===== src/rtl/cache_mem_arbiter.sv =====
// ============================================================================
// cache_mem_arbiter: icache/dcache arbiter onto one shared RAM port.
// Optional statistics counters: define CACHE_ARB_STATS_EN.
// Revision: 1.0
// ============================================================================
`default_nettype none

module cache_mem_arbiter #(
  parameter int ADDR_W      = 32,
  parameter int DATA_W      = 32,
  parameter int MAX_DSTREAK = 4
) (
  input  logic              CLK,
  input  logic              RST,
  input  logic              iREN,
  input  logic [ADDR_W-1:0] iaddr,
  output logic              iwait,
  output logic [DATA_W-1:0] iload,
  input  logic              dREN,
  input  logic              dWEN,
  input  logic [ADDR_W-1:0] daddr,
  input  logic [DATA_W-1:0] dstore,
  output logic              dwait,
  output logic [DATA_W-1:0] dload,
  output logic              ramREN,
  output logic              ramWEN,
  output logic [ADDR_W-1:0] ramaddr,
  output logic [DATA_W-1:0] ramstore,
  input  logic [DATA_W-1:0] ramload,
  input  logic [1:0]        ramstate,
  output logic              ram_err
`ifdef CACHE_ARB_STATS_EN
  ,
  output logic [15:0]       igrant_cnt,
  output logic [15:0]       dgrant_cnt,
  output logic [7:0]        force_cnt
`endif
);

  localparam logic [1:0] c_IDLE   = 2'd0;
  localparam logic [1:0] c_IGRANT = 2'd1;
  localparam logic [1:0] c_DGRANT = 2'd2;

  localparam logic [1:0] c_RAM_ACCESS = 2'd2;
  localparam logic [1:0] c_RAM_ERROR  = 2'd3;

  localparam logic [3:0] c_STREAK_MAX = 4'(MAX_DSTREAK);

  logic [1:0] state_q, state_d;
  logic [3:0] dstreak_q, dstreak_d;
  logic       ram_err_q, ram_err_d;

  logic w_dreq;
  logic w_force;
  logic w_i_act;
  logic w_d_act;
  logic w_i_done;
  logic w_d_done;
  logic w_err;

  assign w_dreq   = dREN | dWEN;
  // Starvation guard: icache pending and the dcache streak has hit its limit.
  assign w_force  = (state_q == c_IDLE) && iREN && (dstreak_q == c_STREAK_MAX);
  assign w_i_act  = (state_q == c_IGRANT) && iREN;
  assign w_d_act  = (state_q == c_DGRANT) && w_dreq;
  assign w_i_done = w_i_act && (ramstate == c_RAM_ACCESS);
  assign w_d_done = w_d_act && (ramstate == c_RAM_ACCESS);
  assign w_err    = (w_i_act || w_d_act) && (ramstate == c_RAM_ERROR);

  always_comb begin
    ramREN   = 1'b0;
    ramWEN   = 1'b0;
    ramaddr  = '0;
    ramstore = '0;
    if (state_q == c_IGRANT) begin
      ramREN  = iREN;
      ramaddr = iaddr;
    end else if (state_q == c_DGRANT) begin
      ramaddr = daddr;
      if (dWEN) begin
        ramWEN   = 1'b1;
        ramstore = dstore;
      end else begin
        ramREN = dREN;
      end
    end
  end

  assign iwait   = ~w_i_done;
  assign dwait   = ~w_d_done;
  assign iload   = w_i_done ? ramload : '0;
  assign dload   = w_d_done ? ramload : '0;
  assign ram_err = ram_err_q;

  always_comb begin
    state_d   = state_q;
    dstreak_d = dstreak_q;
    ram_err_d = ram_err_q | w_err;
    case (state_q)
      c_IDLE: begin
        if (w_dreq && !w_force) begin
          state_d = c_DGRANT;
        end else if (iREN) begin
          state_d = c_IGRANT;
        end
      end
      c_IGRANT: begin
        if (!iREN || w_i_done || w_err) begin
          state_d = c_IDLE;
        end
      end
      c_DGRANT: begin
        if (!w_dreq || w_d_done || w_err) begin
          state_d = c_IDLE;
        end
      end
      default: state_d = c_IDLE;
    endcase
    if (w_i_done) begin
      dstreak_d = '0;
    end else if (w_d_done) begin
      if (!iREN) begin
        dstreak_d = '0;
      end else if (dstreak_q != c_STREAK_MAX) begin
        dstreak_d = dstreak_q + 4'd1;
      end
    end
  end

  always_ff @(posedge CLK) begin
    if (RST) begin
      state_q   <= c_IDLE;
      dstreak_q <= '0;
      ram_err_q <= 1'b0;
    end else begin
      state_q   <= state_d;
      dstreak_q <= dstreak_d;
      ram_err_q <= ram_err_d;
    end
  end

`ifdef CACHE_ARB_STATS_EN
  logic [15:0] igrant_cnt_q;
  logic [15:0] dgrant_cnt_q;
  logic [7:0]  force_cnt_q;

  always_ff @(posedge CLK) begin
    if (RST) begin
      igrant_cnt_q <= '0;
      dgrant_cnt_q <= '0;
      force_cnt_q  <= '0;
    end else begin
      if (w_i_done) begin
        igrant_cnt_q <= igrant_cnt_q + 16'd1;
      end
      if (w_d_done) begin
        dgrant_cnt_q <= dgrant_cnt_q + 16'd1;
      end
      // Counts only decisions where a pending dcache request was overridden.
      if (w_force && w_dreq && (force_cnt_q != 8'hFF)) begin
        force_cnt_q <= force_cnt_q + 8'd1;
      end
    end
  end

  assign igrant_cnt = igrant_cnt_q;
  assign dgrant_cnt = dgrant_cnt_q;
  assign force_cnt  = force_cnt_q;
`endif

endmodule

`default_nettype wire

===== config.mk =====
export PLATFORM = sky130hd
export DESIGN_NAME = cache_mem_arbiter
export DESIGN_NICKNAME = d
export VERILOG_FILES = /design/src/rtl/cache_mem_arbiter.sv
export SDC_FILE = /design/constraint.sdc
export NUM_CORES = 1
export LEC_CHECK = 0
export ABC_AREA = 1
export BUFFER_PORTS_ARGS = -buffer_cell sky130_fd_sc_hd__buf_4
export CORE_AREA = 4 4 103 105
export DETAILED_ROUTE_END_ITERATION = 6
export DIE_AREA = 0 0 107 109
export SLEW_MARGIN = 10
export SYNTH_ARGS = -nofsm -noshare
export SYNTH_HDL_FRONTEND = slang
export SYNTH_SLANG_ARGS = --single-unit

===== constraint.sdc =====
create_clock -name CLK -period 1.4 [get_ports CLK]
set_input_delay 0.14 -clock CLK [delete_from_list [all_inputs] [get_ports CLK]]
set_output_delay 0.14 -clock CLK [all_outputs]
set_load 0.02 [all_outputs]

Yosys cells after proc, flatten, opt, wreduce, memory -nomap -nowiden. Index checks and enable logic that the tools add are counted.

$add $sub $neg: 1. Multipliers: 0. Div/mod/pow operators: 0. Order comparisons: 0. Equal/unequal tests: 10. Shift operators: 0. Mux-type cells: 20. Bitwise gates (word level): 4. Reductions and logical operators: 20.

Operators by type and width (number): $mux W32 (7); $logic_and A1 B1 Y1 (8); $mux W2 (4); $mux W4 (2); $eq A2 B2 Y1 const B (3); $mux W1 (6); $ne A2 B1 Y1 const B (3); $pmux W2 S3 (1); $logic_or A1 B1 Y1 (5); $add A4 B1 Y4 const B (1); $eq A4 B3 Y1 const B (1); $ne A4 B3 Y1 const B (1); $logic_not A1 Y1 (3); $ne A3 B2 Y1 const B (1); $reduce_and A3 Y1 (1); $eq A2 B1 Y1 const B (1); $logic_not A2 Y1 (1); $not A1 Y1 (2); $or A1 B1 Y1 (2); $reduce_and A2 Y1 (1); $reduce_or A2 Y1 (1).

Register bits: 7. Latch bits: 0. Memory bits (writable): 0. ROM bits: 0. Input bits: 135. Output and inout bits: 133. Memories: 0.

Logic depth before layout (Yosys ltp). Gate-level depths: netlist (run 1).

Depth in word-level cells: 7. Gate-level depth with buffers: 9. Gate-level depth less buffers: 8.

Worst setup path before layout (run 1). Ideal clock, no wire load.

Path type: register -> output. From: register state_q[0]. To: output iload[22]. Data arrival time: 1282 ps. Data required time: 1260 ps. Setup slack: -22 ps. Cell stages (with the launch flop): 6. Path buffers: 1. Path through: dfxtp_1 > inv_2 > nor2_4 > nand3_4 > buf_4 > nor2_1.

Word-level cells in the longest chain between the ends: 4.

RTL lines: start, declared (line 49) `logic [1:0] state_q, state_d;`; start signal, assigned (line 132) `state_q <= c_IDLE;`; start signal, assigned (line 136) `state_q <= state_d;`; $eq A2 B1 Y1 (line 64) `assign w_i_act = (state_q == c_IGRANT) && iREN;`; $logic_and A1 B1 Y1 (line 64); $logic_and A1 B1 Y1 (line 66) `assign w_i_done = w_i_act && (ramstate == c_RAM_ACCESS);`; $mux W32 (line 91) `assign iload = w_i_done ? ramload : '0;`; end, declared (line 18) `output logic [DATA_W-1:0] iload,`.

Every way passes these cells.

Worst setup path after layout (run 1).
From: register state_q[1]. To: output dload[7].

Word-level cells in the longest chain between the ends: 4.

RTL lines: $eq A2 B2 Y1 (line 65) `assign w_d_act = (state_q == c_DGRANT) && w_dreq;`; $logic_and A1 B1 Y1 (line 65); $logic_and A1 B1 Y1 (line 67) `assign w_d_done = w_d_act && (ramstate == c_RAM_ACCESS);`; $mux W32 (line 92) `assign dload = w_d_done ? ramload : '0;`; end, declared (line 24) `output logic [DATA_W-1:0] dload,`.

Every way passes these cells.

==> metrics, run 1 <==
post-synthesis cell type count=20; Clock Path Buffers=2; non-filler cells, final=693; min-delay worst type=input port to flip-flop; Total GRT Usage=14.7%; Final Cycle Share=111%; first-pass GRT wire length=14,100 um; vias in the first global route=2,821; status=finished, violations left; DR pass1 iterations=4; DRC Markers=0; setup TNS=-11.17 ns; worst vdd ir=0.383 mV; Clock Skew=0.00183 ns; clock slew at reported path FFs=0.04 ns; cell count after synthesis=291; sequential area share after synthesis=9.35%; # H-tree levels=1; Leakage=2.36 nW; Clk pwr share=14.5%; Worst-Skew Late Latency=0.22 ns; Crit. End Element=primary output; HPWL Detailed=7980 um; FILL cells=971; Net Sw Frac=40.2%; max-slew violation count=0; synthesized net count=428; Worst Path Required=1.26 ns; dpl cells=679; final instance area=0.00436 mm2; Layout Nets=698; initial core utilization=15.6%; final-report setup violation count=127; Sink Count=7; most common cell after layout, fill and taps aside=buf_4; initial detailed-routing violation count=141; die extent in y=109 um; I/O Buffers=267; Least-Margin Pin Slew=0.307 ns; # IOs=268; CTS Root Cell=clkbuf_8; Min Clock Period, post-route=1.55 ns; die width=107 um; Vias/cell=4.22; Avg Inst Size Synth=5.15 um2; RePlAce Congestion=0.810; Detail Route Antenna Nets=0; Crit Path Max Fanout=17; initial antenna violation count=0; most frequent cells in the layout=212 x buf_4, 65 x nor2_1, 62 x buf_6, 55 x nand2_1, 46 x inv_1; switching pwr=0.758 mW; Synth Warn #=0; antenna fix cells=0; Max Cap Violations=0; CTS tree=yes; largest net degree at the start of global routing=35; layout cell share with drive strength beyond 1=60.7%; area of the die=0.0117 mm2; Area Growth Syn to Fin=191%; final WL=10,400 um; Design Power=1.88 mW; RSZ-0062 raised after global routing=yes; synthesized area=0.00150 mm2; CTS Buf Count=3; total gr overflow=0; via count=2,927; Arr. time, crit path=1.41 ns; Logic pwr share=73.8%; Pint=1.13 mW; Placed Instance Area=0.00371 mm2; num rows=36; crit path kind=flip-flop to primary output; final setup margin=-0.151 ns; core area=0.00964 mm2; Slew HR=79.5%; Power Dens Cells=432 mW/mm2; crit path launch type=flip-flop; wire length per cell=14.9 um; final hold vios=0; Fmax=0.645 GHz; Flop pwr share=11.6%; post-synthesis register bit count=7; failing checks=setup timing
## cell families after synthesis
family | synth area share (%)
flops | 9.35
xor+xnor | 0.584
fa+ha+maj | 1.67
buf+inv | 18.5
compound gates | 22.2
simple gates | 47.7
## cell type report
class / count / area (um2) / area share (%)
inverters: 49 / 191 / 4.39
multi-input cells: 216 / 1300 / 29.9
clock buffers: 4 / 45.0 / 1.03
well taps: 133 / 166 / 3.81
repair buffers: 284 / 2510 / 57.5
flip-flops and latches: 7 / 148 / 3.38
## synthesized netlist by cell type
| cell | n | share of area [%] |
|---|---|---|
| nor2_1 | 102 | 26 |
| nand2_1 | 56 | 14 |
| inv_1 | 47 | 12 |
| a22o_1 | 32 | 19 |
| buf_2 | 15 | 5.0 |
| a21oi_1 | 8 | 2.7 |
| dfxtp_1 | 7 | 9.3 |
| nand3_1 | 5 | 1.7 |
| clkbuf_1 | 3 | 0.75 |
| ha_1 | 2 | 1.7 |
| inv_2 | 2 | 0.50 |
| nand3_4 | 2 | 2.3 |
| nor2_2 | 2 | 0.83 |
| nor2_4 | 2 | 1.5 |
| buf_4 | 1 | 0.50 |
| nand4_1 | 1 | 0.42 |
| nor2_8 | 1 | 1.3 |
| o21ai_0 | 1 | 0.33 |
| o31ai_1 | 1 | 0.50 |
| xnor2_1 | 1 | 0.58 |
## power by group through the flow
stage	logic (mW)	clock network, mW	registers (mW)
finish	1.39	0.274	0.220
global placement	1.16	0	0.220
CTS	1.25	0.284	0.219
detailed placement	1.16	0	0.221
global route	1.48	0.290	0.220
floorplan	0.537	0	0.222
## worst paths after layout
kind	startpoint	endpoint	slack (ns)	depth (start not counted)
worst min-delay path	RST	state_q[1]	0.09	2
worst min register to register	ram_err	ram_err	0.45	2
worst max-delay path	state_q[1]	dload[7]	-0.15	6
worst max register to register	state_q[1]	dstreak_q[2]	-0.04	8
## state kept, by name (all words and copies together) (netlist names)
| name | count |
|---|---|
| dstreak_q | 4 |
| state_q | 2 |
| ram_err | 1 |
## layer usage
layer	global-route usage (%)	vias up	share of wire (%)	routed length (um)
li1	-	1434	-	-
met1	15.0	1328	34	3490
met2	29.5	153	55	5710
met3	3.61	12	9.0	932
met4	4.11	0	2.0	211
met5	0	-	0	0
## worst max-delay path: stages, from the launching register on
cell and delay (ns):
dfxtp_4 0.37, inv_4 0.05, nor2_8 0.11, nand3_4 0.15, clkbuf_16 0.23, nor2_1 0.11, buf_4 0.15
## through the flow
step | setup slack [ns] | util [%] | hold WS (ns)
after floorplan | -0.0223 | - | 0.209
final | -0.151 | 45.3 | 0.0894
after detailed placement | -0.0178 | 38.5 | 0.328
after global placement | 0.0228 | 38.5 | 0.322
after global routing | -0.224 | 45.3 | 0.0993
after CTS | -0.117 | 40.4 | 0.0847
## timing repair
| action | CTS | global route |
|---|---|---|
| hold buffers | 0 | 0 |
| pin swaps | 1 | 1 |
| setup buffers | 2 | 3 |
| cloned | 0 | 6 |
| resized for setup | 37 | 90 |
| setup endpoints to repair | 132 | 127 |
Note: power is estimated with default switching activity, not from simulation.
==> inputs of run 2 (changes only) <==
--- a/config.mk
+++ b/config.mk
@@ -11,5 +11,4 @@
 export DETAILED_ROUTE_END_ITERATION = 6
 export DIE_AREA = 0 0 107 109
-export SLEW_MARGIN = 10
 export SYNTH_ARGS = -nofsm -noshare
 export SYNTH_HDL_FRONTEND = slang
==> constraint.sdc (replaced) <==
create_clock -name CLK -period 1.4 [get_ports CLK]
set_input_delay 0.07 -clock CLK [delete_from_list [all_inputs] [get_ports CLK]]
set_output_delay 0.07 -clock CLK [all_outputs]
set_load 0.02 [all_outputs]
==> run 2 against run 1 <==
Net effect:
- non-clock buffer count rose by 5
- sequential power fell by 2%
- power grew 3.7%
- critical path depth is the same
- cell count up 0.72%
- the run still ends with setup timing left
==> metrics, run 2 (same netlist as run 1, synthesis figures left out) <==
status=finished, violations left; failing checks=setup timing; Worst-Skew Late Latency=0.22 ns (about the same); Top reg by flops=dstreak_q; die extent in y=109 um (unchanged); RePlAce Congestion=0.800 (-1.2%); Max Cap Violations=0 (unchanged); crit path launch type=flip-flop; critical path's slowest cell=dfxtp_4; CP Cell Sequence=inv_2, nor2_4, buf_4, buf_12, a22o_1, buf_6; Setup crit start=state_q[0]; final-report setup violation count=54 (-57%); non-filler cells, final=698 (+0.72%); Largest register FFs=4 (unchanged); crit path kind=flip-flop to primary output; Clk pwr share=14.1% (-0.4 points); Final Cycle Share=103% (-7.7 points); Power Dens Cells=442 mW/mm2 (+2.5%); Flop pwr share=11.1% (-0.5 points); DR WL met3=1020 um (+9.5%); Min Clock Period, post-route=1.44 ns (-0.108 ns); max-slew violation count=0 (unchanged); Clock Path Buffers=2 (unchanged); Pint=1.17 mW (+3.7%); final setup margin=-0.0429 ns (+0.108 ns); Top Layer Used=met4; DR pass1 iterations=4 (unchanged); DRC Markers=0 (unchanged); # IOs=268 (unchanged); Hold-fix buffers, CTS=0 (unchanged); largest net degree at the start of global routing=36 (+2.9%); Sink Count=7 (unchanged); Logic pwr share=74.9% (+1.1 points); Area Growth Syn to Fin=195%; switching pwr=0.784 mW (+3.5%); CTS Root Cell=clkbuf_8; met2 wire length=5510 um (-3.6%); clock slew at reported path FFs=0.04 ns (about the same); Total GRT Usage=14.8% (+0.14 points); antenna fix cells=0 (unchanged); most common cell after layout, fill and taps aside=buf_4; wire length per cell=14.8 um (-0.69%); pre-CTS WS=0.0590 ns (+0.0768 ns); num rows=36 (unchanged); Leakage=2.38 nW (+0.73%); via count=2,958 (+1.1%); area of the die=0.0117 mm2 (unchanged); Net Sw Frac=40.2% (-0.048 points); Slew HR=79.7% (+0.14 points); die width=107 um (unchanged); Crit. End Element=primary output; Fmax=0.693 GHz (+7.5%); Arr. time, crit path=1.37 ns (-0.04 ns); initial antenna violation count=0 (unchanged); hold path start=RST; Clock Skew=0.000172 ns (-0.00165 ns); CTS tree=yes; I/O Buffers=267 (unchanged); total gr overflow=0 (unchanged); Detail Route Antenna Nets=0 (unchanged); final WL=10,400 um (about the same); RSZ-0062 raised after global routing=yes; Crit path largest cell delay=0.38 ns (about the same); first-pass GRT wire length=14,100 um (about the same); worst vdd ir=0.308 mV (-20%); wire length on met1=3630 um (+4.0%); layout cell share with drive strength beyond 1=61.9% (+1.2 points); Crit Path Max Fanout=16 (-1); # H-tree levels=1 (unchanged); RR Startpoint=dstreak_q[0]; Vias/cell=4.24 (+0.34%); min-delay worst type=input port to flip-flop; final hold vios=0 (unchanged); Layout Nets=703 (+0.72%); initial core utilization=15.6% (unchanged); core area=0.00964 mm2 (unchanged); CTS Buf Count=3 (unchanged); Worst Path Required=1.33 ns (+0.07 ns); HPWL Detailed=8060 um (+0.99%); Least-Margin Pin Slew=0.305 ns (-0.00205 ns); most frequent cells in the layout=213 x buf_4, 65 x buf_6, 58 x nor2_1, 55 x nand2_1, 46 x inv_1; vias in the first global route=2,778 (-1.5%); dpl cells=680 (+0.15%); initial detailed-routing violation count=109 (-23%)
[run 2: power groups by stage]
stage | Sequential [mW] | Combinational [mW] | Clock, mW
after global routing | 0.217 | 1.55 | 0.293
after CTS | 0.215 | 1.27 | 0.284
after detailed placement | 0.219 | 1.16 | 0
after global placement | 0.219 | 1.16 | 0
final | 0.216 | 1.46 | 0.275
after floorplan | 0.222 | 0.533 | 0
[run 2: stage by stage]
stage                     hold slack (ns)  utilization [%]  instance area [um2]  TNS (ns)  total power [mW]
after floorplan                     0.139                -                 1500         0             0.755
after global placement              0.249             38.2                 3690         0              1.37
after detailed placement            0.259             38.2                 3690         0              1.38
after CTS                          0.0222             40.6                 3910     -2.27              1.77
after global routing               0.0271             45.8                 4420     -6.76              2.06
final                              0.0151             45.8                 4420     -1.21              1.95
[run 2: worst paths after layout]
kind	end	slack (ns)	cells after the start
worst min register to register	ram_err	0.45	2
worst max-delay path	ramaddr[2]	-0.04	6
worst max register to register	dstreak_q[0]	0.14	8
worst min-delay path	state_q[1]	0.02	2
[run 2: what timing repair did]
action	in CTS	in global routing
pin swaps	6	8
setup buffers	4	3
endpoints found under the setup margin	120	122
resized for setup	36	105
gates cloned	1	6
[run 2: area by class of cell]
class	count	area, um2
timing repair buffer	289	2570
sequential	7	145
clock buffer	4	45.0
multi-input combinational	216	1290
fill	976	5220
tap	133	166
inverter	49	191
[run 2: worst max-delay path: cells and delay by family, from the launching register on]
family,cells,cell delay (ns)
AND/OR/NAND/NOR,1,0.14
AO/OA/AOI/OAI,1,0.16
buffers and inverters,4,0.46
flip-flops,1,0.38
[run 2: routing by layer]
layer | vias to the layer above | GRT usage (%)
met1 | 1351 | 16.0
met4 | 0 | 4.02
met5 | - | 0
met2 | 155 | 28.2
li1 | 1440 | -
met3 | 12 | 4.32
